--- src/rtl/ex_mem_stage_pkg.sv ---
// Shared ISA definitions for the execute-to-memory stage: opcodes, ALU ops,
// overflow status defaults and the EX/MEM pipeline register layout.
package ex_mem_stage_pkg;

    localparam logic [4:0] OP_ALU  = 5'b00000;
    localparam logic [4:0] OP_J    = 5'b00001;
    localparam logic [4:0] OP_BNE  = 5'b00010;
    localparam logic [4:0] OP_JAL  = 5'b00011;
    localparam logic [4:0] OP_JR   = 5'b00100;
    localparam logic [4:0] OP_ADDI = 5'b00101;
    localparam logic [4:0] OP_BLT  = 5'b00110;
    localparam logic [4:0] OP_SW   = 5'b00111;
    localparam logic [4:0] OP_LW   = 5'b01000;

    localparam logic [4:0] ALU_ADD = 5'b00000;
    localparam logic [4:0] ALU_SUB = 5'b00001;

    localparam logic [4:0]  LINK_REG         = 5'd31;
    localparam logic [4:0]  DEF_RSTATUS_REG  = 5'd30;
    localparam logic [31:0] DEF_CODE_ADD     = 32'd1;
    localparam logic [31:0] DEF_CODE_ADDI    = 32'd2;
    localparam logic [31:0] DEF_CODE_SUB     = 32'd3;

    typedef struct packed {
        logic        valid;
        logic [31:0] pc;
        logic [31:0] insn;
        logic [31:0] result;
        logic [31:0] data_b;
        logic [4:0]  rd;
        logic        we;
    } ex_mem_t;

    function automatic logic [31:0] sext17(input logic [16:0] imm);
        return {{15{imm[16]}}, imm};
    endfunction

endpackage

--- src/rtl/ex_mem_stage_branch_unit.sv ---
// Combinational bne/blt resolution and PC-relative target computation.
module branch_unit
    import ex_mem_stage_pkg::*;
(
    input  logic [4:0]  opcode,
    input  logic        ne,
    input  logic        lt,
    input  logic [31:0] pc,
    input  logic [16:0] imm,
    output logic        taken,
    output logic [31:0] target
);

    always_comb begin
        taken  = ((opcode == OP_BNE) && ne) || ((opcode == OP_BLT) && lt);
        target = pc + 32'd1 + sext17(imm);
    end

endmodule

--- src/rtl/ex_mem_stage.sv ---
// EX/MEM pipeline register with branch redirect generation and conversion of
// arithmetic overflow into a $rstatus write.
module ex_mem_stage
    import ex_mem_stage_pkg::*;
#(
    parameter logic [4:0]  RSTATUS_REG = DEF_RSTATUS_REG,
    parameter logic [31:0] CODE_ADD    = DEF_CODE_ADD,
    parameter logic [31:0] CODE_ADDI   = DEF_CODE_ADDI,
    parameter logic [31:0] CODE_SUB    = DEF_CODE_SUB
) (
    input  logic        clock,
    input  logic        reset,
    input  logic        stall,
    input  logic        flush,
    input  logic        in_valid,
    input  logic [31:0] in_pc,
    input  logic [31:0] in_insn,
    input  logic [31:0] in_dataB,
    input  logic [31:0] alu_result,
    input  logic        alu_ne,
    input  logic        alu_lt,
    input  logic        alu_ovf,
    output logic        out_valid,
    output logic [31:0] out_pc,
    output logic [31:0] out_insn,
    output logic [31:0] out_result,
    output logic [31:0] out_dataB,
    output logic [4:0]  out_rd,
    output logic        out_we,
    output logic        redirect_valid,
    output logic [31:0] redirect_pc
);

    logic [4:0]  opcode;
    logic [4:0]  alu_op;
    logic [4:0]  wr_rd;
    logic        we_class;
    logic        ovf_conv;
    logic [31:0] ovf_code;
    logic        taken;
    logic [31:0] target;
    ex_mem_t     cap;
    ex_mem_t     q;
    logic        redir_valid_q;
    logic [31:0] redir_pc_q;

    assign opcode = in_insn[31:27];
    assign alu_op = in_insn[6:2];

    branch_unit u_branch (
        .opcode (opcode),
        .ne     (alu_ne),
        .lt     (alu_lt),
        .pc     (in_pc),
        .imm    (in_insn[16:0]),
        .taken  (taken),
        .target (target)
    );

    // Converted overflows write the status register even though rd may be 0.
    always_comb begin
        ovf_conv = 1'b0;
        ovf_code = 32'd0;
        if (alu_ovf) begin
            if (opcode == OP_ALU && alu_op == ALU_ADD) begin
                ovf_conv = 1'b1;
                ovf_code = CODE_ADD;
            end else if (opcode == OP_ALU && alu_op == ALU_SUB) begin
                ovf_conv = 1'b1;
                ovf_code = CODE_SUB;
            end else if (opcode == OP_ADDI) begin
                ovf_conv = 1'b1;
                ovf_code = CODE_ADDI;
            end
        end

        wr_rd    = (opcode == OP_JAL) ? LINK_REG : in_insn[26:22];
        we_class = (opcode == OP_ALU) || (opcode == OP_ADDI) ||
                   (opcode == OP_LW)  || (opcode == OP_JAL);

        cap.valid  = in_valid;
        cap.pc     = in_pc;
        cap.insn   = in_insn;
        cap.data_b = in_dataB;
        cap.result = ovf_conv ? ovf_code : alu_result;
        cap.rd     = ovf_conv ? RSTATUS_REG : wr_rd;
        cap.we     = in_valid && (ovf_conv || (we_class && (wr_rd != 5'd0)));
    end

    // While a redirect is outstanding the EX slot holds a wrong-path instruction.
    always_ff @(posedge clock or posedge reset) begin
        if (reset) begin
            q             <= '0;
            redir_valid_q <= 1'b0;
            redir_pc_q    <= 32'd0;
        end else if (flush || redir_valid_q) begin
            q.valid       <= 1'b0;
            q.we          <= 1'b0;
            redir_valid_q <= 1'b0;
        end else if (stall) begin
            redir_valid_q <= 1'b0;
        end else begin
            q             <= cap;
            redir_valid_q <= in_valid && taken;
            if (in_valid && taken) begin
                redir_pc_q <= target;
            end
        end
    end

    assign out_valid      = q.valid;
    assign out_pc         = q.pc;
    assign out_insn       = q.insn;
    assign out_result     = q.result;
    assign out_dataB      = q.data_b;
    assign out_rd         = q.rd;
    assign out_we         = q.we;
    assign redirect_valid = redir_valid_q;
    assign redirect_pc    = redir_pc_q;

endmodule
--- config.mk ---
export PLATFORM = sky130hd
export DESIGN_NAME = ex_mem_stage
export DESIGN_NICKNAME = d
export VERILOG_FILES = /design/src/rtl/ex_mem_stage_pkg.sv /design/src/rtl/ex_mem_stage_branch_unit.sv /design/src/rtl/ex_mem_stage.sv
export SDC_FILE = /design/constraint.sdc
export NUM_CORES = 1
export LEC_CHECK = 0
export CAP_MARGIN = 15
export CORE_ASPECT_RATIO = 0.8
export CORE_UTILIZATION = 41
export CTS_CLUSTER_DIAMETER = 40
export DETAILED_ROUTE_END_ITERATION = 8
export PLACE_DENSITY = 0.8
export SYNTH_ARGS = -nofsm -noshare
export SYNTH_HDL_FRONTEND = slang
export SYNTH_SLANG_ARGS = --single-unit
--- constraint.sdc ---
create_clock -name clock -period 5.31 [get_ports clock]
set_input_delay 1.062 -clock clock [delete_from_list [all_inputs] [get_ports clock]]
set_output_delay 1.062 -clock clock [all_outputs]
set_load 0.005 [all_outputs]
==> impl_results.md, run 1 <==
* Status: finished clean
* CP endpoint kind: flip-flop
* DRC at 0
* Most common cell in the netlist: nand2_1
* Synth Register Bits at about 170
* FP Rows at 46
* Worst VDD drop at between 0.15 and 0.2 mV
* Top Ports at just over 300
* First-pass GRT wire length at roughly 39000 um
* Sequential cell area fraction in the yosys report at between 50% and 60%
* CP max FO at 4
* Die Footprint at ~0.021 mm^2
* I/O Buffers at 303
* Period utilization at a little under three quarters
* Initial antenna violation count at 0
* Clk sinks at ~170
* Final min period at around 3.8 ns
* HP Class: flip-flop to flip-flop
* Uppermost routed layer: met4
* Setup tns final at 0 ns
* Post-synth top area cell: dfrtp_1
* Core area at a little under 0.02 mm^2
* Net count after synthesis at between 1000 and 1500
* Max-Cap Viols at 0
* Fillers at around 1700
* Placed cell area at between 0.01 and 0.015 mm^2
* CTS H-tree depth at 4
* Grt ovf at 0
* Yosys warnings at 0
* Synth top area cells: dfrtp_1, nand2_1, ha_1, nand3_1, o21ai_0
* CP arrival at 4.10 ns
* Final core utilization at around 61%
* Async SR Flop Fraction at between 90% and 100%
* Resize count post-CTS at 0
* Number of setup violations in the final report at 0
* Die W at 161 um
* ANT nets after route at 0
* Starting density of the core at 41.8%
* Worst-margin pin slew at ~1.2 ns
* Die H at about 130 um
* R2r endpoint: redirect_pc[28]$_DFFE_PP0P_
* Starting DRT DRC Count at around 560
* Slew HR at a little over a fifth
* Number of diodes at 0
* Post-CTS Setup Bufs at 0
* Routed wl met2 at between 10000 and 15000 um
* Distinct cells, synth at 57
* Share of cells above drive strength 1 at approximately 3.8%
* DP Cell Count at around 1500
* Post-Syn Area per Cell at between 8 and 9 um^2
* Gate Count Post-Synth at ~970
* Avg WL per Cell at around 16 um
* Total wire length at between 20000 and 25000 um
* Top-area cell type share of the netlist area at between 50% and 60%
* CTS buffer count at 17
* Primary FF master, synth: dfrtp_1
* Fin cells at 1515
* Final #Nets at 1407
* Setup slack, reg-to-reg at between 2 and 3 ns
* Final Power at between 3 and 4 mW
* DRT Pass-1 Iters at 5
* HPWL Detailed at 18100 um
* Clk_skew at around 0.013 ns
* Hold path endpoint: out_result[19]$_DFFE_PP0P_
* Post-synth EDFFs at 0
* Area Overhead vs Synth at 45.7%
* Later-pin clock latency in the skew report at 0.44 ns
* Via count at approximately 7700
* Power per cell area at 304 mW/mm^2
* Vias in the first global route at roughly 7200
* Post-synth top cells: nand2_1, dfrtp_1, clkbuf_1, nand3_1, o21ai_0
* Vias/cell at 5.09
* FMAX at roughly 270 MHz
* Reg clk slew, reported paths at around 0.070 ns
* Aggregate global-route resource usage at 23.8%
* Hold Path Depth at 2
* Setup crit start kind: input pin
* Final-report hold violation count at 0
* CTS Hold Bufs at 0
* Clock tree from TritonCTS: built
* Leakage power at 5.66 nW
* Hold Startpoint: out_result[19]$_DFFE_PP0P_
* Pins over their slew limit at 0
* Deepest clock path buffer count at 2
* WS Path Type: input pin to flip-flop
* Worst R2R Path Depth at 5
* Largest net degree at the start of global routing at just over 90
* Cell area after synthesis at 0.00828 mm^2
* Final WS setup at between 1.5 and 2 ns
* Unrepaired setup endpoints after global routing: false
* Metal3 WL at between 2000 and 2500 um
* CTS Root Buffer Type: clkbuf_16
* Met1 Routed Length at roughly 11000 um
* Cell area after layout at 0.0121 mm^2
* RR Startpoint: redirect_valid$_DFF_PP0_
* GP Congestion at about 0.93
* DP Worst Slack at roughly 1.2 ns
* Min Hold Slack at 0.466 ns
* WP data required at 5.64 ns
[worst max-delay path by stage]
stage               startpoint                          end  slack (ns)  cells past startpoint
global placement    in_insn[0]  redirect_pc[26]$_DFFE_PP0P_        1.31                     12
CTS                 in_insn[0]  redirect_pc[24]$_DFFE_PP0P_        1.65                     12
floorplan                reset     out_dataB[0]$_DFFE_PP0P_        2.11                      1
finish              in_insn[0]  redirect_pc[24]$_DFFE_PP0P_        1.54                     12
global route        in_insn[0]  redirect_pc[24]$_DFFE_PP0P_        1.36                     12
detailed placement  in_insn[0]  redirect_pc[26]$_DFFE_PP0P_        1.21                     12
[cell families (layout without fill, tap and decap cells)]
| group | Yosys count | count (layout) | synth area share [%] |
|---|---|---|---|
| flops | 168 | 168 | 50.8 |
| mux | 3 | 3 | 0.363 |
| compound gates | 152 | 152 | 11.8 |
| simple gates | 516 | 516 | 25.8 |
| fa+ha+maj | 32 | 32 | 4.93 |
| xor+xnor | 26 | 26 | 2.75 |
| buf+inv | 72 | 354 | 3.55 |
[state kept, by name (all words and copies together) (netlist names)]
| register | count |
|---|---|
| out_dataB | 32 |
| out_insn | 32 |
| out_pc | 32 |
| out_rd | 5 |
| out_result | 32 |
| out_valid | 1 |
| out_we | 1 |
| redirect_pc | 32 |
| redirect_valid | 1 |
[placed cells by master (no fill, tap or decap), types with 6 or more instances in the layout]
cell type and n:
a21o_1 19, clkdlybuf4s50_1 303, nand3_1 42, o31ai_1 6, a21oi_1 33, ha_1 31, nand4_1 8, dfrtp_1 168
inv_1 12, xor2_1 14, a31oi_1 8, o21a_1 9, xnor2_1 12, o21ai_0 39, nor3_1 10, clkbuf_16 17
nor2_1 20, nand2_1 404
[per-layer routing]
layer	global-route usage [%]	vias to the layer above
li1	-	3761
met1	33.5	3634
met2	36.2	290
met3	6.69	27
met4	5.88	0
met5	0	-
[layout make-up]
cell class / instances / area, um^2 / area share, %
sequential: 168 / 4200 / 34.9
multi-input combinational: 729 / 3790 / 31.4
timing repair buffer: 310 / 3110 / 25.8
clock buffer: 18 / 429 / 3.56
tap: 264 / 330 / 2.74
clock inverter: 13 / 141 / 1.17
inverter: 13 / 52.6 / 0.436
[power by group]
part	leakage (nW)	internal, mW	switching, mW
Combinational	3.28	0.510	0.411
Sequential	2.12	1.44	0.0845
Clock	0.269	0.659	0.570
[critical path, cell delays in order]
cell and delay [ns]:
clkdlybuf4s50_1 0.40, inv_1 0.09, ha_1 0.25, inv_1 0.08
fa_1 0.40, a21o_1 0.21, a221oi_2 0.40, nand3_1 0.22
a31oi_1 0.43, a21oi_1 0.17, o21a_1 0.19, o31ai_1 0.20
Note: power is estimated with default switching activity, not from simulation.
==> inputs of run 2 (changes only) <==
Settings changed: CORE_UTILIZATION 41 to 45, PLACE_DENSITY 0.8 to 0.83.
Clock period 5.31 ns to 3.8 ns, I/O delays scaled along.
==> run 2 against run 1 <==
Worst hold slack worse by 0.0014 ns. Count of clock-buffer cells in the layout unchanged. Critical endpoint unchanged. Routed wire length increased by 2.2%. Cell area rose by 0.91%. Sequential power up 40%. Combinational power rose by 42%. Sequential share of layout area down 0.32 points. Largest power group unchanged.
==> impl_results.md, run 2 (synthesis results as in run 1) <==
* Final Power at 5.34 mW
* Period utilization at a little over four fifths
* CTS Root Buffer Type: clkbuf_16
* Die H at 123 um
* DRT Pass-1 Iters at 5
* CTS H-tree depth at 4
* FMAX at 313 MHz
* Starting density of the core at 46.9%
* Worst-margin pin slew at between 0.6 and 0.7 ns
* Avg WL per Cell at 17.1 um
* Starting DRT DRC Count at between 600 and 700
* Power per cell area at around 440 mW/mm^2
* Via count at a little under 8000
* Core area at roughly 0.018 mm^2
* WP data required at approximately 4.1 ns
* Setup crit start kind: input pin
* HP Class: flip-flop to flip-flop
* Final #Nets at 1413
* Fillers at roughly 1400
* Total wire length at between 20000 and 30000 um
* CP arrival at 3.54 ns
* Clk sinks at approximately 170
* First-pass GRT wire length at 39800 um
* Later-pin clock latency in the skew report at about 0.43 ns
* Area Overhead vs Synth at 47.0%
* WS Path Type: input pin to flip-flop
* Setup tns final at 0 ns
* Clock tree from TritonCTS: built
* Initial antenna violation count at 0
* CTS buffer count at 17
* Status: finished clean
* DRC at 0
* CTS Hold Bufs at 0
* Vias in the first global route at between 7000 and 8000
* Final-report hold violation count at 0
* Post-CTS Setup Bufs at 0
* Aggregate global-route resource usage at 27.0%
* Die Footprint at 0.0189 mm^2
* Unrepaired setup endpoints after global routing: false
* Reg clk slew, reported paths at 0.07 ns
* Slew HR at between 50 and 60%
* HPWL Detailed at 18400 um
* Die W at roughly 150 um
* FP Rows at 43
* I/O Buffers at about 300
* GP Congestion at roughly 0.93
* Clk_skew at roughly 0.0075 ns
* Worst R2R Path Depth at 7
* Resize count post-CTS at 0
* CP max FO at 3
* Number of diodes at 0
* Deepest clock path buffer count at 2
* Share of cells above drive strength 1 at under 10%
* Hold Path Depth at 2
* Vias/cell at around 5.3
* Grt ovf at 0
* Leakage power at around 5.8 nW
* CP endpoint kind: flip-flop
* Max-Cap Viols at 0
* Most frequent cells in the layout: nand2_1, clkdlybuf4s50_1, dfrtp_1
* ANT nets after route at 0
* Final min period at 3.20 ns
* Largest net degree at the start of global routing at ~130
* Number of setup violations in the final report at 0
* Top Ports at about 300
* Worst VDD drop at between 0.3 and 0.4 mV
* Pins over their slew limit at 0
* Commonest non-fill, non-tap cell in the layout: nand2_1
run 2: cell count changes in the layout (fill, tap and decap cells not counted), sizes merged:
cell      previous run  this run
bufinv               1         4
buf                  7        13
clkinv               4         2
inv                 17        20
clkinvlp             4         1
run 2: final cells by class:
class,instances,area (um^2),area share [%]
Sequential cell,168,4200,34.6
Inverter,13,52.6,0.432
Timing Repair Buffer,316,3210,26.3
Clock inverter,14,205,1.69
Clock buffer,18,429,3.53
Multi-Input combinational cell,729,3790,31.1
Tap cell,225,282,2.31
run 2: path summary, 6_finish.rpt:
path | startpoint | end | slack (ns)
min | out_result[15]$_DFFE_PP0P_ | out_result[15]$_DFFE_PP0P_ | 0.46
min reg2reg | out_result[15]$_DFFE_PP0P_ | out_result[15]$_DFFE_PP0P_ | 0.46
min in group asynchronous | reset | out_insn[20]$_DFFE_PP0P_ | 0.79
max reg2reg | redirect_valid$_DFF_PP0_ | redirect_pc[26]$_DFFE_PP0P_ | 1.57
max | in_insn[0] | redirect_pc[24]$_DFFE_PP0P_ | 0.60
max in group asynchronous | reset | out_dataB[10]$_DFFE_PP0P_ | 2.33
run 2: through the flow:
| step | std cells | area, um^2 | utilization, % | hold slack [ns] | setup slack (ns) |
|---|---|---|---|---|---|
| final | 1483 | 12200 | 68.9 | 0.465 | 0.601 |
| after global routing | 1483 | 12200 | 68.9 | 0.483 | 0.405 |
| after CTS | 1483 | 12200 | 68.9 | 0.470 | 0.666 |
| after detailed placement | 1451 | 11500 | 65.3 | 0.455 | 0.228 |
| after global placement | 1451 | 11500 | 65.3 | 0.447 | 0.312 |
| after floorplan | 969 | 8280 | - | 0.463 | 0.899 |
run 2: metal layers:
metal  vias to the layer above  global-route usage [%]  wire length (um)
met1                      3708                    36.8             11100
met4                         0                    7.38               305
met3                        25                    8.52              2180
met5                         -                       0                 0
met2                       323                    41.8             11700
li1                       3774                       -                 -
run 2: critical path, stage by stage:
cell and delay, ns:
clkdlybuf4s50_1 0.40, inv_1 0.08, ha_1 0.23, inv_1 0.08, fa_1 0.39, a21o_1 0.21, a221oi_2 0.30, nand3_1 0.20
a31oi_1 0.34, a21oi_1 0.17, o21a_1 0.19, o31ai_1 0.17
run 2: report_power, final:
group	internal [mW]	switching [mW]
registers	2.01	0.122
logic	0.722	0.588
clock network	1.12	0.785
total	3.85	1.49
==> inputs of run 3 (changes only) <==
Settings changed: CORE_UTILIZATION 45 to 41, PLACE_DENSITY 0.83 to 0.8.
Clock period 3.8 ns to 2.9 ns, I/O delays scaled along.
==> run 3 against run 2 <==
First-iteration DRC count shrank 29%. Worst hold slack better by 0.0044 ns. Worst setup slack worse by 0.49 ns. Critical path type unchanged. Cell area rose by 5.9%. Die area up 9.6%. Non-clock buffer count up 91. Register-to-register slack worse by 0.68 ns. Sequential power is 31% higher. Via count grew 2.4%. Power is 28% higher.
==> impl_results.md, run 3 (synthesis results as in run 1) <==
* Status: finished clean
* CTS H-tree depth at 4
* GR peak layer: met2
* Die W at between 150 and 200 um
* Total wire length at ~25000 um
* Reg clk slew, reported paths at 0.07 ns
* Setup tns final at 0 ns
* Most frequent cells in the layout: nand2_1, clkdlybuf4s50_1, dfrtp_1
* Vias/cell at ~5.0
* Worst VDD drop at between 0.3 and 0.4 mV
* WP data required at 3.23 ns
* Worst path slowest cell: clkdlybuf4s50_1
* Clk_skew at between 0.009 and 0.01 ns
* Final min period at roughly 2.8 ns
* HPWL Detailed at about 19000 um
* Final Power at between 6 and 7 mW
* Met1 global-route usage at around 33%
* WS Path Type: input pin to flip-flop
* Worst-margin pin slew at around 0.63 ns
* Worst path most repeated cell: inv_1
* Setup crit start kind: input pin
* Final #Nets at 1504
* Deepest clock path buffer count at 2
* Max stage delay on crit path at approximately 0.40 ns
* FMAX at between 300 and 400 MHz
* Core area at about 0.020 mm^2
* Starting DRT DRC Count at around 480
* Slew HR at 58.1%
* Die Footprint at slightly above 0.02 mm^2
* Reg power frac at roughly 40%
* Die H at around 130 um
* Period utilization at 96.3%
* CTS Root Buffer Type: clkbuf_16
* GP Congestion at about 0.9
* DRC at 0
* Sw Share at about 30%
* GR Util met2 at 37.6%
* Number of setup violations in the final report at 0
* ANT nets after route at 0
* Buf+Inv Stages, Crit Path at 3
* Starting density of the core at between 40% and 50%
* CP endpoint kind: flip-flop
* Clock Power Share at roughly 32%
* Area Overhead vs Synth at 55.7%
* HP Class: flip-flop to flip-flop
* Leakage power at a little over 6 nW
* Commonest non-fill, non-tap cell in the layout: nand2_1
* Grt ovf at 0
* Aggregate global-route resource usage at between 20 and 25%
* CP max FO at 3
* Later-pin clock latency in the skew report at 0.43 ns
* Max-Cap Viols at 0
* Power Internal at 4.84 mW
* Initial antenna violation count at 0
* Via count at ~8000
* CP arrival at between 3 and 4 ns
* Clk sinks at between 150 and 200
* Power per cell area at around 530 mW/mm^2
* Final-report hold violation count at 0
* Switching pwr at 2.02 mW
* CP top delay family: compound AO/OA/AOI/OAI gates
* Comb pwr share at between 20% and 30%
* DRT Pass-1 Iters at 4
* Largest net degree at the start of global routing at around 130
* Share of cells above drive strength 1 at between 10% and 20%
* CTS Hold Bufs at 0
* I/O Buffers at ~300
* Met3 usage at 7.01%
* First-pass GRT wire length at around 40000 um
* Crit-path cells: clkdlybuf4s50_1 -> inv_1 -> ha_4 -> inv_1 -> fa_1 -> a21o_1 -> a221oi_4 -> nand3_2 -> a31oi_2 -> a21oi_1 -> o21a_1 -> o31ai_1
* Clock tree from TritonCTS: built
* Pins over their slew limit at 0
* FP Rows at 46
* Avg WL per Cell at roughly 16 um
* Number of diodes at 0
* Top Ports at a little over 300
* CTS buffer count at 17
* Vias in the first global route at between 7000 and 8000
[run 3: cell types whose count changed in the layout (fill, tap and decap cells not counted), sizes merged]
cell	previous run	this run
buf	13	104
bufinv	4	0
clkdlybuf4s50	303	302
clkinv	2	3
clkinvlp	1	3
dlymetal6s2s	0	1
inv	20	21
[run 3: power by group through the flow]
stage               clock network, mW  logic [mW]  registers, mW
global placement                    0        1.82           2.82
global route                     2.35        2.05           2.82
floorplan                           0       0.659           2.84
CTS                              2.25        1.87           2.79
finish                           2.21        1.87           2.79
detailed placement                  0        1.85           2.83
[run 3: worst paths after layout]
kind | cells after the start | startpoint | slack, ns | to
max in group asynchronous | 3 | reset | 1.63 | out_dataB[13]$_DFFE_PP0P_
worst max register to register | 5 | redirect_valid$_DFF_PP0_ | 0.89 | redirect_pc[29]$_DFFE_PP0P_
worst min-delay path | 2 | out_result[5]$_DFFE_PP0P_ | 0.47 | out_result[5]$_DFFE_PP0P_
worst max-delay path | 12 | in_pc[0] | 0.11 | redirect_pc[24]$_DFFE_PP0P_
worst min register to register | 2 | out_result[5]$_DFFE_PP0P_ | 0.47 | out_result[5]$_DFFE_PP0P_
min in group asynchronous | 2 | reset | 0.56 | out_result[30]$_DFFE_PP0P_
[run 3: repair_timing]
item                       4_1_cts  5_1_grt
setup endpoints to repair        3       11
pin swaps                        0        3
cloned                           0        0
setup buffers                    0        1
gates resized for setup          4        9
hold endpoints to repair         0        0
[run 3: stage by stage]
stage               setup WS (ns)  utilization [%]  hold slack (ns)  instance area, um^2  std cells
floorplan                   0.179                -            0.463                 8280        969
global placement           -0.395             61.9            0.449                12300       1580
detailed placement         -0.533             61.9            0.455                12300       1580
CTS                        0.0552             64.8            0.471                12800       1612
global route              -0.0258             65.1            0.493                12900       1613
finish                      0.107             65.1            0.469                12900       1613
[run 3: worst reg2reg max path, delay by kind of cell, from the launching register on]
family / cells / cell delay (ns)
DFF: 1 / 0.43
and+or+nand+nor: 5 / 1.52
[run 3: cell type report]
| type | count | area (um^2) |
|---|---|---|
| fillers | 1604 | 6910 |
| flip-flops and latches | 168 | 4200 |
| repair buffers | 407 | 3890 |
| multi-input cells | 729 | 3850 |
| clock buffers | 18 | 429 |
| well taps | 264 | 330 |
| clock inverters | 14 | 129 |
| inverters | 13 | 52.6 |
[run 3: routing by layer]
layer / part of all wire, % / vias to the layer above
met5: 0 / -
met4: 1.8 / 0
met3: 7.6 / 33
met2: 45 / 287
met1: 45 / 3747
li1: - / 3953
